===== config.mk =====
export PLATFORM = sky130hd
export DESIGN_NAME = chiplet_mac_scheduler_flat
export DESIGN_NICKNAME = d
export VERILOG_FILES = /design/src/rtl/chiplet_mac_scheduler_if.sv /design/src/rtl/chiplet_mac_scheduler.sv /design/src/flat_wrapper.sv
export SDC_FILE = /design/constraint.sdc
export NUM_CORES = 1
export LEC_CHECK = 0
export BUFFER_PORTS_ARGS = -buffer_cell sky130_fd_sc_hd__buf_2
export CAP_MARGIN = 20
export CELL_PAD_IN_SITES_DETAIL_PLACEMENT = 0
export CELL_PAD_IN_SITES_GLOBAL_PLACEMENT = 2
export CORE_MARGIN = 1
export CORE_UTILIZATION = 28
export CTS_CLUSTER_SIZE = 24
export DETAILED_ROUTE_END_ITERATION = 8
export MAX_ROUTING_LAYER = met4
export PLACE_DENSITY_LB_ADDON = 0.1
export SETUP_SLACK_MARGIN = 0.3
export SYNTH_ARGS = -nofsm -noshare
export SYNTH_HDL_FRONTEND = slang
export SYNTH_SLANG_ARGS = --single-unit
export TNS_END_PERCENT = 5

===== constraint.sdc =====
create_clock -name clk_i -period 7.7 [get_ports clk_i]
set_input_delay 0 -clock clk_i [delete_from_list [all_inputs] [get_ports clk_i]]
set_output_delay 0 -clock clk_i [all_outputs]
set_load 0.1 [all_outputs]

===== src/rtl/chiplet_mac_scheduler_if.sv =====
// Request/result bundle between the requesters, the MAC scheduler and the scatter stage.
interface chiplet_mac_scheduler_if #(
   parameter int unsigned num_req_p   = 4,
   parameter int unsigned width_p     = 24,
   parameter int unsigned tag_width_p = 2
);
   logic [num_req_p-1:0]              v_i;
   logic [num_req_p-1:0][width_p-1:0] data_i;
   logic [num_req_p-1:0]              yumi_o;
   logic                              v_o;
   logic [width_p-1:0]                data_o;
   logic [tag_width_p-1:0]            tag_o;
   logic                              ready_i;
   logic                              busy_o;

   modport master (output v_i, data_i, ready_i,
                   input  yumi_o, v_o, data_o, tag_o, busy_o);
   modport slave  (input  v_i, data_i, ready_i,
                   output yumi_o, v_o, data_o, tag_o, busy_o);
endinterface


===== src/rtl/chiplet_mac_scheduler.sv =====
// Round-robin time-sharing of one chiplet MAC engine; holds the engine busy for
// ceil(size*macs_per_data/num_macs) cycles per workload, then emits a tagged result.
module chiplet_mac_scheduler #(
   parameter int unsigned num_req_p       = 4,
   parameter int unsigned id_width_p      = 8,
   parameter int unsigned size_width_p    = 16,
   parameter int unsigned num_macs_p      = 4,
   parameter int unsigned macs_per_data_p = 16,
   parameter int unsigned width_p         = id_width_p + size_width_p,
   parameter int unsigned tag_width_p     = (num_req_p > 1) ? $clog2(num_req_p) : 1,
   parameter int unsigned cycles_width_p  =
      size_width_p + ((macs_per_data_p > 1) ? $clog2(macs_per_data_p) : 1) + 1
) (
   input logic                    clk_i,
   input logic                    reset_i,
   chiplet_mac_scheduler_if.slave bus
);
   localparam int unsigned lg_macs_lp = $clog2(num_macs_p);

   typedef enum logic [1:0] {idle_s, busy_s, done_s} state_e;

   state_e                    state;
   logic [tag_width_p-1:0]    rr;
   logic [tag_width_p-1:0]    tag_q;
   logic [id_width_p-1:0]     id_q;
   logic [cycles_width_p-1:0] cnt;

   logic                      any_v;
   logic [tag_width_p-1:0]    gnt;
   logic [tag_width_p-1:0]    idx;
   logic [size_width_p-1:0]   size_c;
   logic [id_width_p-1:0]     id_c;
   logic [cycles_width_p-1:0] cycles_c;

   // First valid requester at or after the round-robin pointer, wrapping.
   always_comb begin
      any_v = 1'b0;
      gnt   = '0;
      idx   = '0;
      for (int unsigned i = 0; i < num_req_p; i++) begin
         idx = tag_width_p'((32'(rr) + i) % num_req_p);
         if (!any_v && bus.v_i[idx]) begin
            any_v = 1'b1;
            gnt   = idx;
         end
      end
   end

   assign size_c   = bus.data_i[gnt][size_width_p-1:0];
   assign id_c     = bus.data_i[gnt][width_p-1 -: id_width_p];
   assign cycles_c = (cycles_width_p'(size_c) * cycles_width_p'(macs_per_data_p)
                      + cycles_width_p'(num_macs_p - 1)) >> lg_macs_lp;

   // Accept is combinational so the requester sees consumption in the grant cycle.
   always_comb begin
      bus.yumi_o = '0;
      if (!reset_i && state == idle_s && any_v) bus.yumi_o[gnt] = 1'b1;
   end

   always_ff @(posedge clk_i) begin
      if (reset_i) begin
         state      <= idle_s;
         rr         <= '0;
         cnt        <= '0;
         id_q       <= '0;
         tag_q      <= '0;
         bus.v_o    <= 1'b0;
         bus.data_o <= '0;
         bus.tag_o  <= '0;
         bus.busy_o <= 1'b0;
      end else begin
         unique case (state)
            idle_s: if (any_v) begin
               id_q       <= id_c;
               tag_q      <= gnt;
               rr         <= (32'(gnt) == num_req_p - 1) ? '0 : gnt + tag_width_p'(1);
               bus.busy_o <= 1'b1;
               if (cycles_c == '0) begin
                  state      <= done_s;
                  bus.v_o    <= 1'b1;
                  bus.data_o <= {id_c, size_width_p'(macs_per_data_p)};
                  bus.tag_o  <= gnt;
               end else begin
                  state <= busy_s;
                  cnt   <= cycles_c - cycles_width_p'(1);
               end
            end
            busy_s: if (cnt == '0) begin
               state      <= done_s;
               bus.v_o    <= 1'b1;
               bus.data_o <= {id_q, size_width_p'(macs_per_data_p)};
               bus.tag_o  <= tag_q;
            end else begin
               cnt <= cnt - cycles_width_p'(1);
            end
            // Result holds until taken; the handshake cycle is a deliberate bubble.
            done_s: if (bus.ready_i) begin
               state      <= idle_s;
               bus.v_o    <= 1'b0;
               bus.data_o <= '0;
               bus.tag_o  <= '0;
               bus.busy_o <= 1'b0;
            end
            default: state <= idle_s;
         endcase
      end
   end
endmodule


===== src/flat_wrapper.sv =====
// flat-port wrapper written by rule: the top's interface ports become plain ports
module chiplet_mac_scheduler_flat 
#(
   parameter int unsigned num_req_p       = 4,
   parameter int unsigned id_width_p      = 8,
   parameter int unsigned size_width_p    = 16,
   parameter int unsigned num_macs_p      = 4,
   parameter int unsigned macs_per_data_p = 16,
   parameter int unsigned width_p         = id_width_p + size_width_p,
   parameter int unsigned tag_width_p     = (num_req_p > 1) ? $clog2(num_req_p) : 1,
   parameter int unsigned cycles_width_p  =
      size_width_p + ((macs_per_data_p > 1) ? $clog2(macs_per_data_p) : 1) + 1
)
  (clk_i, reset_i, bus_v_i, bus_data_i, bus_ready_i, bus_yumi_o, bus_v_o, bus_data_o, bus_tag_o, bus_busy_o);
  chiplet_mac_scheduler_if #(.num_req_p(num_req_p), .width_p(width_p), .tag_width_p(tag_width_p)) bus_i ();
  input logic clk_i;
  input logic reset_i;
  input wire logic [$bits(bus_i.v_i)-1:0] bus_v_i;
  input wire logic [$bits(bus_i.data_i)-1:0] bus_data_i;
  input wire logic [$bits(bus_i.ready_i)-1:0] bus_ready_i;
  output wire logic [$bits(bus_i.yumi_o)-1:0] bus_yumi_o;
  output wire logic [$bits(bus_i.v_o)-1:0] bus_v_o;
  output wire logic [$bits(bus_i.data_o)-1:0] bus_data_o;
  output wire logic [$bits(bus_i.tag_o)-1:0] bus_tag_o;
  output wire logic [$bits(bus_i.busy_o)-1:0] bus_busy_o;
  assign bus_i.v_i = bus_v_i;
  assign bus_i.data_i = bus_data_i;
  assign bus_i.ready_i = bus_ready_i;
  assign bus_yumi_o = bus_i.yumi_o;
  assign bus_v_o = bus_i.v_o;
  assign bus_data_o = bus_i.data_o;
  assign bus_tag_o = bus_i.tag_o;
  assign bus_busy_o = bus_i.busy_o;
  chiplet_mac_scheduler #(.num_req_p(num_req_p), .id_width_p(id_width_p), .size_width_p(size_width_p), .num_macs_p(num_macs_p), .macs_per_data_p(macs_per_data_p), .width_p(width_p), .tag_width_p(tag_width_p), .cycles_width_p(cycles_width_p)) u_core (.clk_i(clk_i), .reset_i(reset_i), .bus(bus_i));
endmodule

---- Word-level counts from Yosys, hierarchy flattened ----
Index checks and enable logic that the tools add are counted.
Widths: inputs -> output; s select.
word-level totals
  flip-flop bits (word level) ............. 63
  output and inout bits ................... 32
  input bits .............................. 103
  logic and storage cells ................. 99
cells by class
  equality and inequality tests ........... 9
  add/sub/neg operators ................... 7
  reductions and logical operators ........ 21
  mux-type cells .......................... 47
  magnitude comparators ................... 6
operators with widths
  cell                   count
  $mux 24                5
  $pmux 24 s3            1
  $mux 21                3
  $bmux 24 s2            1
  $logic_not 21->1       2
  $pmux 21 s2            1
  $mux 2                 12
  $add 20x2->21 const B  1
  $sub 21x1->21 const B  1
  $sub 19x1->20 const B  1
  $lt 2x3->1 const B     5
  $mux 1                 14
  $pmux 2 s3             2
  $bmux 1 s2             4
  $ne 2x2->1 const B     4
  $logic_and 1x1->1      6
  $reduce_and 3->1       2
  $reduce_and 5->1       1
  $add 2x1->2 const B    2
  $add 2x2->2 const B    2
  $eq 2x2->1 const B     2
  $logic_not 1->1        4
  $mux 4                 1
  $ne 2x1->1 const B     2
  other kinds (10)       11

---- Depth between registers and ports, before layout ----
  depth after elaboration ................. 19
  mapped depth ............................ 14
  depth with buffers taken out ............ 12

---- Worst setup path before layout ----
OpenSTA, ideal clock, no wires.
  path kind ............................... register to register
  start point ............................. register u_core.rr[1]
  end point ............................... register u_core.cnt[17]
  setup time .............................. 0.101 ns
  required time ........................... 7.599 ns
  stages on the path, launching flop included .. 13
  setup slack ............................. 5.039 ns
  path buffers ............................ 2
  clock period less this slack ............ 2.661 ns
  arrival time ............................ 2.560 ns
  cell sequence ........................... dfxtp_1 mux2i_1 o2bb2ai_2 nor2_4 buf_6 buf_6 nand3_2 a222oi_1 nand2_2 nor4b_2 xnor2_1 nor2_1 o41ai_1
between the ends
  word-level cells in the longest chain between the ends .. 19
  elaborated cells between the ends (all ways) .. 36
  classes of those cells .................. add/sub: 5; eq/ne: 2; mux: 21; reduce/logical: 8
ends and longest elaborated chain
  item                                                                  line                         text
  from (decl)                                                           chiplet_mac_scheduler.sv:23  logic [tag_width_p-1:0] rr;
  from (signal assigned)                                                chiplet_mac_scheduler.sv:76  rr <= (32'(gnt) == num_req_p - 1) ? '0 : gnt + tag_width_p'(1);
  parallel branches: the longest is 11 deep, another holds $add 2x1->2  --
  $mux 2 (*)                                                            chiplet_mac_scheduler.sv:42  if (!any_v && bus.v_i[idx]) begin
  named net u_core.gnt[0]                                               chiplet_mac_scheduler.sv:29  logic [tag_width_p-1:0] gnt;
  $bmux 24 s2 (*)                                                       chiplet_mac_scheduler.sv:49  assign size_c = bus.data_i[gnt][size_width_p-1:0];
  $mux 24 (not written as such) (*)                                     chiplet_mac_scheduler.sv:49
  $add 20x2->21 (*)                                                     chiplet_mac_scheduler.sv:52  + cycles_width_p'(num_macs_p - 1)) >> lg_macs_lp;
  $sub 19x1->20                                                         chiplet_mac_scheduler.sv:85  cnt <= cycles_c - cycles_width_p'(1);
  $mux 21                                                               chiplet_mac_scheduler.sv:78  if (cycles_c == '0) begin
  $mux 21                                                               chiplet_mac_scheduler.sv:73  idle_s: if (any_v) begin
  $pmux 21 s2                                                           chiplet_mac_scheduler.sv:72  unique case (state)
  to (signal assigned)                                                  chiplet_mac_scheduler.sv:85
  to (signal assigned)                                                  chiplet_mac_scheduler.sv:94  cnt <= cnt - cycles_width_p'(1);
  to (decl)                                                             chiplet_mac_scheduler.sv:26  logic [cycles_width_p-1:0] cnt;
Mark *: on every way through the listed nets, which the timed path passes. The select of a mux whose other input is x is not followed.
A chain may end at the register's enable or synchronous reset.

---- Worst setup path in the final report ----
  start point ............................. register u_core.rr[1]
  end point ............................... register u_core.cnt[1]
between the ends
  word-level cells in the longest chain between the ends .. 18
  elaborated cells between the ends (all ways) .. 32
  classes of those cells .................. add/sub: 4; eq/ne: 2; mux: 18; reduce/logical: 8
ends and longest elaborated chain
  item
  parallel branches: the longest is 17 deep, another holds $add 2x1->2
  $reduce_and 4->1 (no source line) (*)
Mark *: on every way between the ends. The select of a mux whose other input is x is not followed.

==> reports/qor.yml <==
hp-start: "bus_ready_i"
grt_first_pass_wirelength_um: 21800
synth_ff_type: "dfxtp_1"
yosysWarnings: 0
grt_usage_pct: 19.1
layout_common_cells: "buf_2, nand2_1, nand3_1"
via_count: 4445
cts_tree: "built"
hold_viol_final: 0
internal_power_w: 0.000907
layout.cells.most_common: "buf_2"
hpwl_um: 10100
worst_hold_slack_ns: 0.0217
numPortBuffers: 119
ir_drop_uv: 246
slew_headroom_pct: 34.4
antenna_left: 0
final_layout_size_suffix_gt1_share_pct: 24.5
ys_seq_area_share_pct: 23.5
p_sw_w: 0.00116
synthesis.area_um2: 4010
required_ns: 7.90
tns_ns: 0
seqPwrFrac_pct: 19.4
multi_input_area_um2: 2770
fmaxAchievable_mhz: 249
area_delta_synth_final_pct: 19.5
vias_per_cell: 5.19
rows: 43
wl_per_cell_um: 15.8
drv_cap: 0
fillers: 1531
die_height_um: 122
worst-slew-pin-transition_ns: 0.983
path_clk_slew_ns: 0.07
final_cells: 857
wl_um: 13600
hold_depth: 4
p_clk_share_pct: 12.5
worst_slack_ns: 3.68
reg2reg_slack_ns: 3.68
timing.rr.start: "u_core.rr[1]$_SDFFE_PP0P_"
switching_share_pct: 56.1
hold_buffers: 0
worstSetupPathType: "reg2reg"
ys_ff_latch: 47
period_minus_slack_ns: 4.02
ctsLongestPathBuffers: 2
skew_ns: 0.00529
period_share_pct: 52.2
grt_max_degree: 52
post_cts_buffers: 0
rsz0062_at_grt: "false"
end_kind: "register"
clk_latency_ns: 0.29
cts_root_buf: "clkbuf_16"
start_util_pct: 28.8
path_max_fanout: 33
grt_overflow: 0
grt_pass1_vias: 4395
arrival_ns: 4.22
p_leak_nw: 2.13
final-seq-area_um2: 941
fp.dieW_um: 122
cts_buffers: 5
synthArstFlopShare_pct: 0
cts_resized: 0
crit_start: "u_core.rr[1]$_SDFFE_PP0P_"
diodes: 0
synthCells: 585
syn_avg_cell_area_um2: 6.85
rr_endpoint: "u_core.cnt[1]$_SDFFE_PP0P_"
die-area_um2: 14800
pre_cts_slack_ns: 3.68
status: "finished clean"
cts_sinks: 47
setup_viol: 0
h-tree-depth: 2
drcViolationCount: 0
first_pass_iters: 7
comb_power_share_pct: 68.1
synth_enable_flop_cells: 0
dpl.cell_count: 849
reg2regPathDepth: 12
drt_iter0_drc: 219
power_density_nw_per_um2: 432
antenna_found_initial: 0
gp_congestion: 0.805
coreArea_um2: 13900
ios: 135
nNetsFinal: 789
hold_path_class: "in2reg"
min_to: "u_core.bus.busy_o$_SDFFE_PP0P_"
start_kind: "register"
yosysUniqueCellTypes: 68
slew_violations: 0
==> per-layer routing <==
metal | vias up | global-route usage (%) | routed length, µm
li1 | 2240 | - | -
met1 | 2079 | 22.8 | 6020
met5 | - | - | 0
met2 | 115 | 34.2 | 6930
met4 | 0 | 3.86 | 143
met3 | 11 | 2.53 | 469
==> worst max-delay path by stage <==
stage                                       end  cells after the start
floorplan           u_core.cnt[17]$_SDFFE_PP0P_                     12
global placement     u_core.cnt[1]$_SDFFE_PP0P_                     12
detailed placement   u_core.cnt[1]$_SDFFE_PP0P_                     12
CTS                  u_core.cnt[1]$_SDFFE_PP0P_                     12
global route         u_core.cnt[1]$_SDFFE_PP0P_                     12
finish               u_core.cnt[1]$_SDFFE_PP0P_                     12
==> worst max-delay path: stages (launching register included) <==
cell and delay (ns):
dfxtp_1 0.42, mux2i_1 0.28, o2bb2ai_2 0.13, nor2_4 0.60, inv_1 0.55, nand3_1 0.26
nand2_1 0.10, ha_1 0.20, nand3_1 0.11, nor4_4 0.08, o21ai_2 0.76, a21oi_1 0.15
a311oi_1 0.26
==> cells by family (layout without fill, tap and decap cells) <==
| kind of cell | after synthesis | count (layout) | share of synthesized area (%) |
|---|---|---|---|
| other | 1 | 15 | 0.0935 |
| DFF | 47 | 47 | 23.5 |
| adders and majority gates | 10 | 10 | 3.12 |
| muxes | 12 | 12 | 3.00 |
| and+or+nand+nor | 281 | 281 | 34.3 |
| buffers and inverters | 67 | 145 | 8.86 |
| xor gates and xnor gates | 8 | 8 | 1.75 |
| AOI/OAI and AO/OA | 159 | 159 | 25.4 |
==> final cells by class <==
cell class,instances,share of cell area [%]
Multi-Input combinational cell,485,57.7
Timing Repair Buffer,125,13.4
Clock inverter,3,0.992
Sequential cell,47,19.6
Tap cell,180,4.70
Inverter,12,0.940
Clock buffer,5,2.61
==> through the flow <==
stage / total power, W / util [%] / area [µm²]
2_1_floorplan: 0.00152 / - / 4060
3_3_place_gp: 0.00182 / 33.1 / 4620
3_5_place_dp: 0.00183 / 33.1 / 4620
4_1_cts: 0.00209 / 34.4 / 4790
5_1_grt: 0.00225 / 34.4 / 4790
6_report: 0.00207 / 34.4 / 4790
==> cell usage after synthesis (9+ instances only) <==
master	number	area share (%)
inv_1	10	0.94
ha_1	10	3.1
mux2i_1	12	3.0
a211oi_1	10	1.9
and3_1	9	1.4
dfxtp_1	47	23
o21ai_1	23	2.9
nand3_1	71	8.9
nor2_1	54	5.1
nand2_1	87	8.1
a21oi_1	40	5.0
clkbuf_1	24	2.2
o21ai_0	33	4.1
buf_4	20	3.7
nor3_1	9	1.1
==> flip-flops by register name, summed over array words and instances (netlist names) <==
register	count
u_core.cnt	21
u_core.bus.data_o	9
u_core.id_q	8
u_core.bus.tag_o	2
u_core.rr	2
u_core.state	2
u_core.tag_q	2
u_core.bus.busy_o	1
==> power groups by stage <==
stage,logic [W],clock network (W),registers (W)
2_1_floorplan,0.000964,0,0.000559
3_3_place_gp,0.00142,0,0.000403
3_5_place_dp,0.00142,0,0.000405
4_1_cts,0.00143,0.000268,0.000400
5_1_grt,0.00156,0.000277,0.000414
6_report,0.00141,0.000258,0.000401
Note: power is estimated with default switching activity, not from simulation.
